==> src/rtl/space_invaders_pkg.sv <==
// Shared constants, missile state encoding and fixed-point helpers for the
// player-missile datapath.
package space_invaders_pkg;

  localparam int FIXED_POINT_MULTIPLIER = 64;
  localparam int FP_SHIFT               = $clog2(FIXED_POINT_MULTIPLIER);
  localparam int SCREEN_WIDTH           = 640;
  localparam int SCREEN_HEIGHT          = 480;

  typedef enum logic [1:0] {
    IDLE     = 2'd0,
    FLYING   = 2'd1,
    COOLDOWN = 2'd2
  } missile_state_e;

  // Fixed point to pixels, truncating toward zero so negative positions
  // round the same way as positive ones.
  function automatic logic signed [31:0] to_pixels(input logic signed [31:0] fp);
    logic signed [31:0] mag;
    mag = (fp < 0) ? -fp : fp;
    mag = mag >>> FP_SHIFT;
    return (fp < 0) ? -mag : mag;
  endfunction

endpackage

==> src/rtl/missile_cooldown_timer.sv <==
// Frame-counting down-counter for the missile cooldown. done is asserted on
// the tick where the count is 1, or at once when loaded with zero.
module missile_cooldown_timer #(
  parameter int LOAD_VALUE = 15,
  parameter int CNT_W      = 16
) (
  input  logic clk,
  input  logic resetN,
  input  logic load,
  input  logic tick,
  output logic done
);

  logic [CNT_W-1:0] r_count;

  always_ff @(posedge clk or negedge resetN) begin
    if (!resetN) begin
      r_count <= '0;
    end else if (load) begin
      r_count <= CNT_W'(LOAD_VALUE);
    end else if (tick && (r_count != '0)) begin
      r_count <= r_count - 1'b1;
    end
  end

  assign done = (r_count == '0) || ((r_count == CNT_W'(1)) && tick);

endmodule

==> src/rtl/missile_move_collision.sv <==
// Player missile: launch from ship centre, per-frame upward motion in 1/64 px,
// retire on hit or top boundary, then frame cooldown. Macro MISSILE_AUTOFIRE_EN
// drops the release-between-shots (armed) requirement.
module missile_move_collision
  import space_invaders_pkg::*;
#(
  parameter int Y_SPEED         = 384,
  parameter int SHIP_WIDTH      = 64,
  parameter int MISSILE_WIDTH   = 4,
  parameter int SPAWN_Y         = 400,
  parameter int TOP_BOUNDARY    = 0,
  parameter int COOLDOWN_FRAMES = 15
) (
  input  logic               clk,
  input  logic               resetN,
  input  logic               startOfFrame,
  input  logic               fireKey,
  input  logic signed [10:0] shipTopLeftX,
  input  logic               hitCollision,
  output logic signed [10:0] topLeftX,
  output logic signed [10:0] topLeftY,
  output logic               missileActive,
  output logic               shotFired
);

  missile_state_e     r_state;
  logic signed [31:0] r_y_fp;

  logic signed [31:0] w_spawn_x_fp;
  logic signed [31:0] w_y_next_fp;
  logic signed [31:0] w_y_next_px;
  logic               w_retire;
  logic               w_launch;
  logic               w_enter_cooldown;
  logic               w_cd_tick;
  logic               w_cd_done;

  assign w_spawn_x_fp = (32'(shipTopLeftX) + 32'(SHIP_WIDTH / 2) - 32'(MISSILE_WIDTH / 2))
                        * FIXED_POINT_MULTIPLIER;
  assign w_y_next_fp  = r_y_fp - Y_SPEED;
  assign w_y_next_px  = to_pixels(w_y_next_fp);
  assign w_retire     = (w_y_next_px < TOP_BOUNDARY);

`ifdef MISSILE_AUTOFIRE_EN
  assign w_launch = (r_state == IDLE) && startOfFrame && fireKey;
`else
  logic r_armed;

  assign w_launch = (r_state == IDLE) && startOfFrame && fireKey && r_armed;

  always_ff @(posedge clk or negedge resetN) begin
    if (!resetN) begin
      r_armed <= 1'b1;
    end else if (!fireKey) begin
      r_armed <= 1'b1;
    end else if (w_launch) begin
      r_armed <= 1'b0;
    end
  end
`endif

  // A hit takes priority over the frame step, so Y is never moved on that cycle.
  assign w_enter_cooldown = (r_state == FLYING) && (hitCollision || (startOfFrame && w_retire));
  assign w_cd_tick        = (r_state == COOLDOWN) && startOfFrame;

  missile_cooldown_timer #(
    .LOAD_VALUE (COOLDOWN_FRAMES),
    .CNT_W      (16)
  ) u_cooldown (
    .clk    (clk),
    .resetN (resetN),
    .load   (w_enter_cooldown),
    .tick   (w_cd_tick),
    .done   (w_cd_done)
  );

  always_ff @(posedge clk or negedge resetN) begin
    if (!resetN) begin
      r_state       <= IDLE;
      r_y_fp        <= SPAWN_Y * FIXED_POINT_MULTIPLIER;
      topLeftX      <= '0;
      topLeftY      <= 11'(SPAWN_Y);
      missileActive <= 1'b0;
      shotFired     <= 1'b0;
    end else begin
      shotFired <= 1'b0;
      case (r_state)
        IDLE: begin
          if (w_launch) begin
            r_state       <= FLYING;
            r_y_fp        <= SPAWN_Y * FIXED_POINT_MULTIPLIER;
            topLeftX      <= 11'(to_pixels(w_spawn_x_fp));
            topLeftY      <= 11'(SPAWN_Y);
            missileActive <= 1'b1;
            shotFired     <= 1'b1;
          end
        end
        FLYING: begin
          if (w_enter_cooldown) begin
            r_state       <= COOLDOWN;
            missileActive <= 1'b0;
          end else if (startOfFrame) begin
            r_y_fp   <= w_y_next_fp;
            topLeftY <= 11'(w_y_next_px);
          end
        end
        COOLDOWN: begin
          if (w_cd_done) begin
            r_state <= IDLE;
          end
        end
        default: begin
          r_state       <= IDLE;
          missileActive <= 1'b0;
        end
      endcase
    end
  end

endmodule
==> config.mk <==
export PLATFORM = sky130hd
export DESIGN_NAME = missile_move_collision
export DESIGN_NICKNAME = d
export VERILOG_FILES = /design/src/rtl/space_invaders_pkg.sv /design/src/rtl/missile_cooldown_timer.sv /design/src/rtl/missile_move_collision.sv
export SDC_FILE = /design/constraint.sdc
export NUM_CORES = 1
export LEC_CHECK = 0
export ABC_AREA = 1
export BUFFER_PORTS_ARGS = -buffer_cell sky130_fd_sc_hd__buf_4
export CAP_MARGIN = 5
export CORE_MARGIN = 3
export CORE_UTILIZATION = 50
export CTS_BUF_LIST = sky130_fd_sc_hd__clkbuf_4
export CTS_CLUSTER_DIAMETER = 120
export DETAILED_ROUTE_END_ITERATION = 10
export PLACE_DENSITY = 0.68
export SLEW_MARGIN = 25
export SYNTH_ARGS = -nofsm -noshare
export SYNTH_HDL_FRONTEND = slang
export SYNTH_SLANG_ARGS = --single-unit
==> constraint.sdc <==
create_clock -name clk -period 3.3 [get_ports clk]
set_clock_uncertainty 0.05 [all_clocks]
set_input_delay 0.495 -clock clk [delete_from_list [all_inputs] [get_ports clk]]
set_output_delay 0.495 -clock clk [all_outputs]
set_load 0.05 [all_outputs]
==> results.toml, run 1 <==
[outcome]
status = "finished, violations left"
violations = "negative setup slack"

[timing]
rsz0062_at_grt = "true"
setup_slack_ns = -0.04933
tns_ns = -0.3830
timing.final.crit_share_pct = 101.5
setup_viol = 25
fmax_ghz = 0.2986
hold_viol_final = 0
slew_viol_final = 0
fin_crit_ns = 3.349
tightest_slew_ns = 0.8922
relSlewSlack_pct = 40.52

[global_routing]
grt_usage_pct = 26.10
grt_pass1_vias = 5125
grt_pass1_wl_um = 24370
antenna_found_initial = 0
grt_max_degree = 68
grt_overflow = 0

[floorplan]
ios = 40
die_w_um = 109.4
core_mm2 = 0.01037
die_area_mm2 = 0.01196
die_h_um = 109.4
fp-row-count = 37
initial_core_util_pct = 51.52

[placed_design]
place.gp.congestion = 0.9365
placed_area_mm2 = 0.005842
portBuffers = 39
dpl.hpwl_um = 10400

[critical_path]
cp_max_fo = 8
path_class = "reg2reg"
crit_arrival_ns = 3.67
max_stage_delay_ns = 0.50
crit_top_cell = "nand2_1"
critPathLaunchType = "flop"
crit_chain = "inv_2 > nand2_4 > nor2_4 > nand2_2 > nand2_2 > nand2_4 > nor2_4 > nand4_1 > nor2_2 > nand3_2 > nand2_1 > nand2_1 > nand2_1 > nand2_1 > nor2_2 > nand2_1 > nand2_2 > nand2_4 > nand2_8 > buf_12 > nand2_8 > nand2_2 > nand2_1"
critPathSlowestCell = "dfrtp_2"
worstSetupEndpointType = "flop"
path_buf_inv = 2
required_ns = 3.62
critPathTopFamily = "simple AND/OR/NAND/NOR gates"

[finish]
syn2layout_area_growth_pct = 30.33
n_antenna_cell = 0
drive_gt1_share_pct = 28.34
nNetsFinal = 960
num-fill-cells = 925
finalInstanceArea_mm2 = 0.006963

[synthesis]
yosys_most_used_dff = "dfrtp_1"
yosysSeqAreaShare_pct = 31.55
netlist_instances = 845
ys_ff_latch = 67
syn-num-nets = 868
yosysTopAreaCell = "dfrtp_1"
synthTopCellsByArea = "dfrtp_1, nand2_1, nand3_1, nor2_1, inv_1"
ys_types = 42
synth.avg_cell_area_um2 = 6.323
netlist_area_mm2 = 0.005343
synthArstFlopShare_pct = 100.0
synthDominantCellAreaShare_pct = 28.10
synth_warnings = 0
synth-edff-count = 0

[route]
viasPerCell = 5.436
drc = 0
drtIter0Drc = 527
vias = 5860
wl_per_cell_um = 15.45
routed_wl_um = 16660
dr.pass1.iters = 7
ant_nets = 0

[clock_network]
cts_tree = "done"
hold_buffers = 0
clk_latency_ns = 0.48
cts_sinks = 67
cts-root-buf = "clkbuf_4"
clock_path_buffers = 2
numCtsBuffers = 9
htreeDepth = 3
clk_pin_slew_ns = 0.13

[run]
drv_cap = 0

[power]
p_per_area_mw_per_mm2 = 979.2
ir_worst_vdd_mv = 0.6086
power.leakage_nw = 3.566

[hold_path]
holdCritPathClass = "in2async"
## synth_stat cells (all sizes together) (7+ instances only)
master  number
nand2      296
nor2       129
nand3       95
inv         88
dfrtp       60
o21ai       32
xor2        32
nand4       18
a21oi       16
buf         13
clkbuf      10
nor3        10
dfstp        7
ha           7
## flip-flops by register name (all words and copies together) (netlist names)
register and cells:
topLeftY 10, topLeftX 11, missileActive 1, u_cooldown.r_count 16, shotFired 1, r_y_fp 25
r_state 2, r_armed 1
## kinds of logic (layout without fill, tap and decap cells)
kind of cell / Yosys count / after routing / synth area share [%]
fa+ha+maj: 7 / 7 / 1.639
simple gates: 561 / 565 / 45.08
flops: 67 / 67 / 31.55
buf+inv: 112 / 205 / 8.922
compound gates: 61 / 61 / 6.464
xor+xnor: 37 / 37 / 6.347
## layer usage
metal  vias up  share of wire, %  global-route usage, %
met5         -                 0                      0
met2       215                46                  39.41
li1       2881                 -                      -
met1      2719                44                  36.43
met3        45               7.3                  4.756
met4         0               3.0                  11.75
## power by group
part           internal, mW  switching (mW)  total, mW
registers              1.11           0.265       1.37
logic                  1.70            3.09       4.78
clock network         0.305           0.356      0.661
total                  3.11            3.71       6.82
## worst register-to-register path: stages (launching register included)
cell	delay, ns
dfrtp_2	0.50
inv_2	0.17
nand2_4	0.11
nor2_4	0.26
nand2_2	0.10
nand2_2	0.09
nand2_4	0.08
nor2_4	0.15
nand4_1	0.22
nor2_2	0.24
nand3_2	0.11
nand2_1	0.08
nand2_1	0.05
nand2_1	0.05
nand2_1	0.06
nor2_2	0.15
nand2_1	0.08
nand2_2	0.09
nand2_4	0.08
nand2_8	0.12
buf_12	0.15
nand2_8	0.10
nand2_2	0.10
nand2_1	0.06
## cell type report
| type | instances | area, um2 | area share, % |
|---|---|---|---|
| sequential | 67 | 1689 | 24.26 |
| multi-input combinational | 670 | 3715 | 53.35 |
| inverter | 89 | 336.6 | 4.834 |
| tap | 136 | 170.2 | 2.444 |
| clock buffer | 9 | 67.56 | 0.9704 |
| clock inverter | 7 | 91.34 | 1.312 |
| timing repair buffer | 100 | 893.4 | 12.83 |
## stage by stage
step | std cells | worst slack (ns) | hold WS [ns] | utilization [%] | total power [mW]
2_1_floorplan | 845 | 0.3305 | 0.1494 | - | 4.142
3_3_place_gp | 1017 | -0.1208 | 0.4059 | 56.33 | 5.004
3_5_place_dp | 1017 | -0.2016 | 0.4045 | 56.33 | 5.066
4_1_cts | 1042 | 0.01494 | 0.08689 | 59.41 | 5.892
5_1_grt | 1078 | -0.1966 | 0.08135 | 67.15 | 7.335
6_report | 1078 | -0.04933 | 0.02006 | 67.15 | 6.818
## cells in the final DEF (no fill, tap or decap), types with 3 or more instances in the layout
cell type,synthesis,final
buf_4,6,89
a21oi_1,16,16
dfrtp_2,0,3
nand2_1,287,233
o21ai_0,27,25
nand2_8,0,6
xor2_2,2,5
buf_12,0,5
nand3_1,95,87
or2_2,3,3
inv_1,87,77
nor2_4,2,16
nand2_4,4,11
nor3_1,10,10
clkbuf_4,0,9
inv_2,1,10
and3_1,3,3
o21ai_2,1,4
ha_1,7,5
clkbuf_16,0,3
nand3_2,0,7
nand2_2,5,50
o21ai_1,4,3
xnor2_1,5,5
dfrtp_1,60,57
nand4_1,18,18
nor2_2,5,23
nand3b_1,4,4
xor2_1,30,27
clkinv_2,0,3
dfstp_2,7,7
nor2_1,121,89
## final timing paths
path	startpoint	end	slack, ns	depth (start not counted)
max in group asynchronous	resetN	r_y_fp[9]$_DFFE_PN0P_	2.52	1
hold reg to reg	topLeftY[8]$_DFFE_PN1P_	topLeftY[8]$_DFFE_PN1P_	0.43	2
setup / recovery	r_y_fp[9]$_DFFE_PN0P_	r_y_fp[11]$_DFFE_PN0P_	-0.05	23
min in group clk	fireKey	r_armed$_DFFE_PN1P_	0.10	2
setup reg to reg	r_y_fp[9]$_DFFE_PN0P_	r_y_fp[11]$_DFFE_PN0P_	-0.05	23
hold / removal	resetN	r_y_fp[25]$_DFFE_PN0P_	0.02	1
## timing repair
| item | CTS | global route |
|---|---|---|
| gates cloned | 2 | 6 |
| pin swaps | 5 | 49 |
| buffers inserted | 7 | 30 |
| gates resized for setup | 14 | 140 |
| endpoints found under the setup margin | 44 | 53 |
No activity file was read; power rests on OpenSTA's default activity.
==> run 2: changes to the inputs <==
CORE_UTILIZATION = 63   (was 50)
PLACE_DENSITY = 0.83   (was 0.68)
==> run 2 against run 1 <==
Net effect: worst hold slack better by 0.064 ns; wire length is 15% higher; clock-buffer cell count stayed put; design area is 1.2% lower; via count is 12% higher; worst setup slack worse by 0.076 ns; die area is 20% lower; combinational power is 6.3% higher; sequential share of layout area is 0.32 points higher; the run still ends with negative setup slack left; largest cell class unchanged.
==> results.toml, run 2 (synthesis results as in run 1) <==
[route]
vias = 6550
routed_wl_um = 19110
drc = 0
drtIter0Drc = 721
ant_nets = 0
viasPerCell = 6.280
wl_per_cell_um = 18.32
dr.pass1.iters = 7

[finish]
final_common_cell = "nand2_1"
n_antenna_cell = 0
num-fill-cells = 439
finalInstanceArea_mm2 = 0.006877
syn2layout_area_growth_pct = 28.71
largest-register = "r_y_fp"
final_cell_mix = "nand2_1, nor2_1, nand3_1, buf_4, inv_1"
nNetsFinal = 959
instances_no_fill = 1043
largestRegisters = "r_y_fp x25, u_cooldown.r_count x16, topLeftX x11"
largest_reg_flops = 25
fin_util_pct = 86.31
drive_gt1_share_pct = 27.95

[global_routing]
grt_pass1_wl_um = 25410
grt_usage_pct = 31.85
top_usage_layer = "met2"
grt_overflow = 0
grt_util_met2_pct = 50.47
gr-usage-met1_pct = 41.33
use_met3_pct = 6.929
grt_pass1_vias = 5644
grt_max_degree = 68
antenna_found_initial = 0

[clock_network]
htreeDepth = 3
numCtsBuffers = 9
clock_path_buffers = 2
clk_latency_ns = 0.43
cts_sinks = 67
cts-root-buf = "clkbuf_4"
clk_pin_slew_ns = 0.13
cts_tree = "done"

[outcome]
violations = "negative setup slack"
status = "finished, violations left"

[critical_path]
path_class = "reg2reg"
required_ns = 3.62
worstSetupEndpointType = "flop"
r2r_cells = 25
critical_path.endpoint = "r_y_fp[13]$_DFFE_PN1P_"
rrSetupSlack_ns = -0.12
critPathLaunchType = "flop"
cp_max_fo = 9
rr_startpoint = "r_y_fp[7]$_DFFE_PN0P_"
crit_start = "r_y_fp[7]$_DFFE_PN0P_"
r2r_end = "r_y_fp[13]$_DFFE_PN1P_"
crit_arrival_ns = 3.75

[placed_design]
dpl.hpwl_um = 10830
dp_slack_ns = -0.2224
dp.cells = 984
place.gp.congestion = 0.9387
portBuffers = 39
placed_area_mm2 = 0.005794

[timing]
relSlewSlack_pct = 26.70
timing.final.crit_share_pct = 103.8
timing.hold.ws_ns = 0.08362
fin_crit_ns = 3.425
hold_viol_final = 0
tightest_slew_ns = 1.095
tns_ns = -2.737
slew_viol_final = 0
setup_slack_ns = -0.1248
rsz0062_at_grt = "true"
setup_viol = 43
fmax_ghz = 0.2920

[floorplan]
core_mm2 = 0.007968
ios = 40
initial_core_util_pct = 67.05
fp-row-count = 32
die_area_mm2 = 0.009622
die_w_um = 98.09
die_h_um = 98.09

[power]
ir_worst_vdd_mv = 0.7914
p_per_area_mw_per_mm2 = 1026
finalPower_mw = 7.059
power.leakage_nw = 3.509

[hold_path]
holdCritPathClass = "in2async"

[run]
drv_cap = 0
run 2: layout make-up:
cell class | count | area, um2 | share of cell area (%)
clock buffer | 9 | 67.56 | 0.9825
clock inverter | 7 | 67.56 | 0.9825
inverter | 89 | 341.6 | 4.967
multi-input combinational | 672 | 3745 | 54.46
sequential | 67 | 1690 | 24.58
tap | 102 | 127.6 | 1.856
timing repair buffer | 97 | 837.1 | 12.17
run 2: how the worst min path moves through the flow:
stage	cells after the start	to	slack (ns)
after CTS	1	r_y_fp[18]$_DFFE_PN0P_	0.14
after floorplan	0	missileActive$_DFFE_PN0P_	0.15
final	1	r_y_fp[20]$_DFFE_PN0P_	0.08
after global placement	2	topLeftY[7]$_DFFE_PN1P_	0.40
after detailed placement	2	topLeftY[7]$_DFFE_PN1P_	0.41
after global routing	1	r_y_fp[20]$_DFFE_PN0P_	0.17
run 2: timing repair:
action,in CTS,in global routing
setup endpoints to repair,41,49
hold buffers,0,0
resized for setup,15,145
pin swaps,6,58
gates cloned,1,8
setup buffers,3,31
run 2: worst max-delay path: stages, from the launching register on:
cell and delay (ns):
dfrtp_1 0.43, buf_6 0.16, nand2_2 0.08, buf_4 0.16, nand3_1 0.14, nand2_1 0.10, nand2_2 0.13, nand3_1 0.13
nor2_2 0.17, nand2_2 0.11, nor2_4 0.14, nand2_2 0.09, nand2_4 0.11, nand2_2 0.05, nand2_1 0.05, nand2_1 0.05
nor2_1 0.14, nand3_2 0.10, nor2_2 0.11, nand2_1 0.07, nand2_2 0.13, nand2_8 0.10, nand2_8 0.16, clkbuf_16 0.18
nand3_1 0.12, nand2_1 0.10
run 2: layer usage:
layer	vias to the layer above	wire [um]
li1	2888	-
met1	2933	6675
met2	558	8704
met3	171	2402
met4	0	1326
met5	-	0
run 2: report_power, final:
group / internal [mW] / leakage, nW / total [mW] / switching (mW)
clock network: 0.228 / 0.0698 / 0.582 / 0.354
logic: 1.70 / 2.57 / 5.08 / 3.38
registers: 1.11 / 0.867 / 1.40 / 0.291
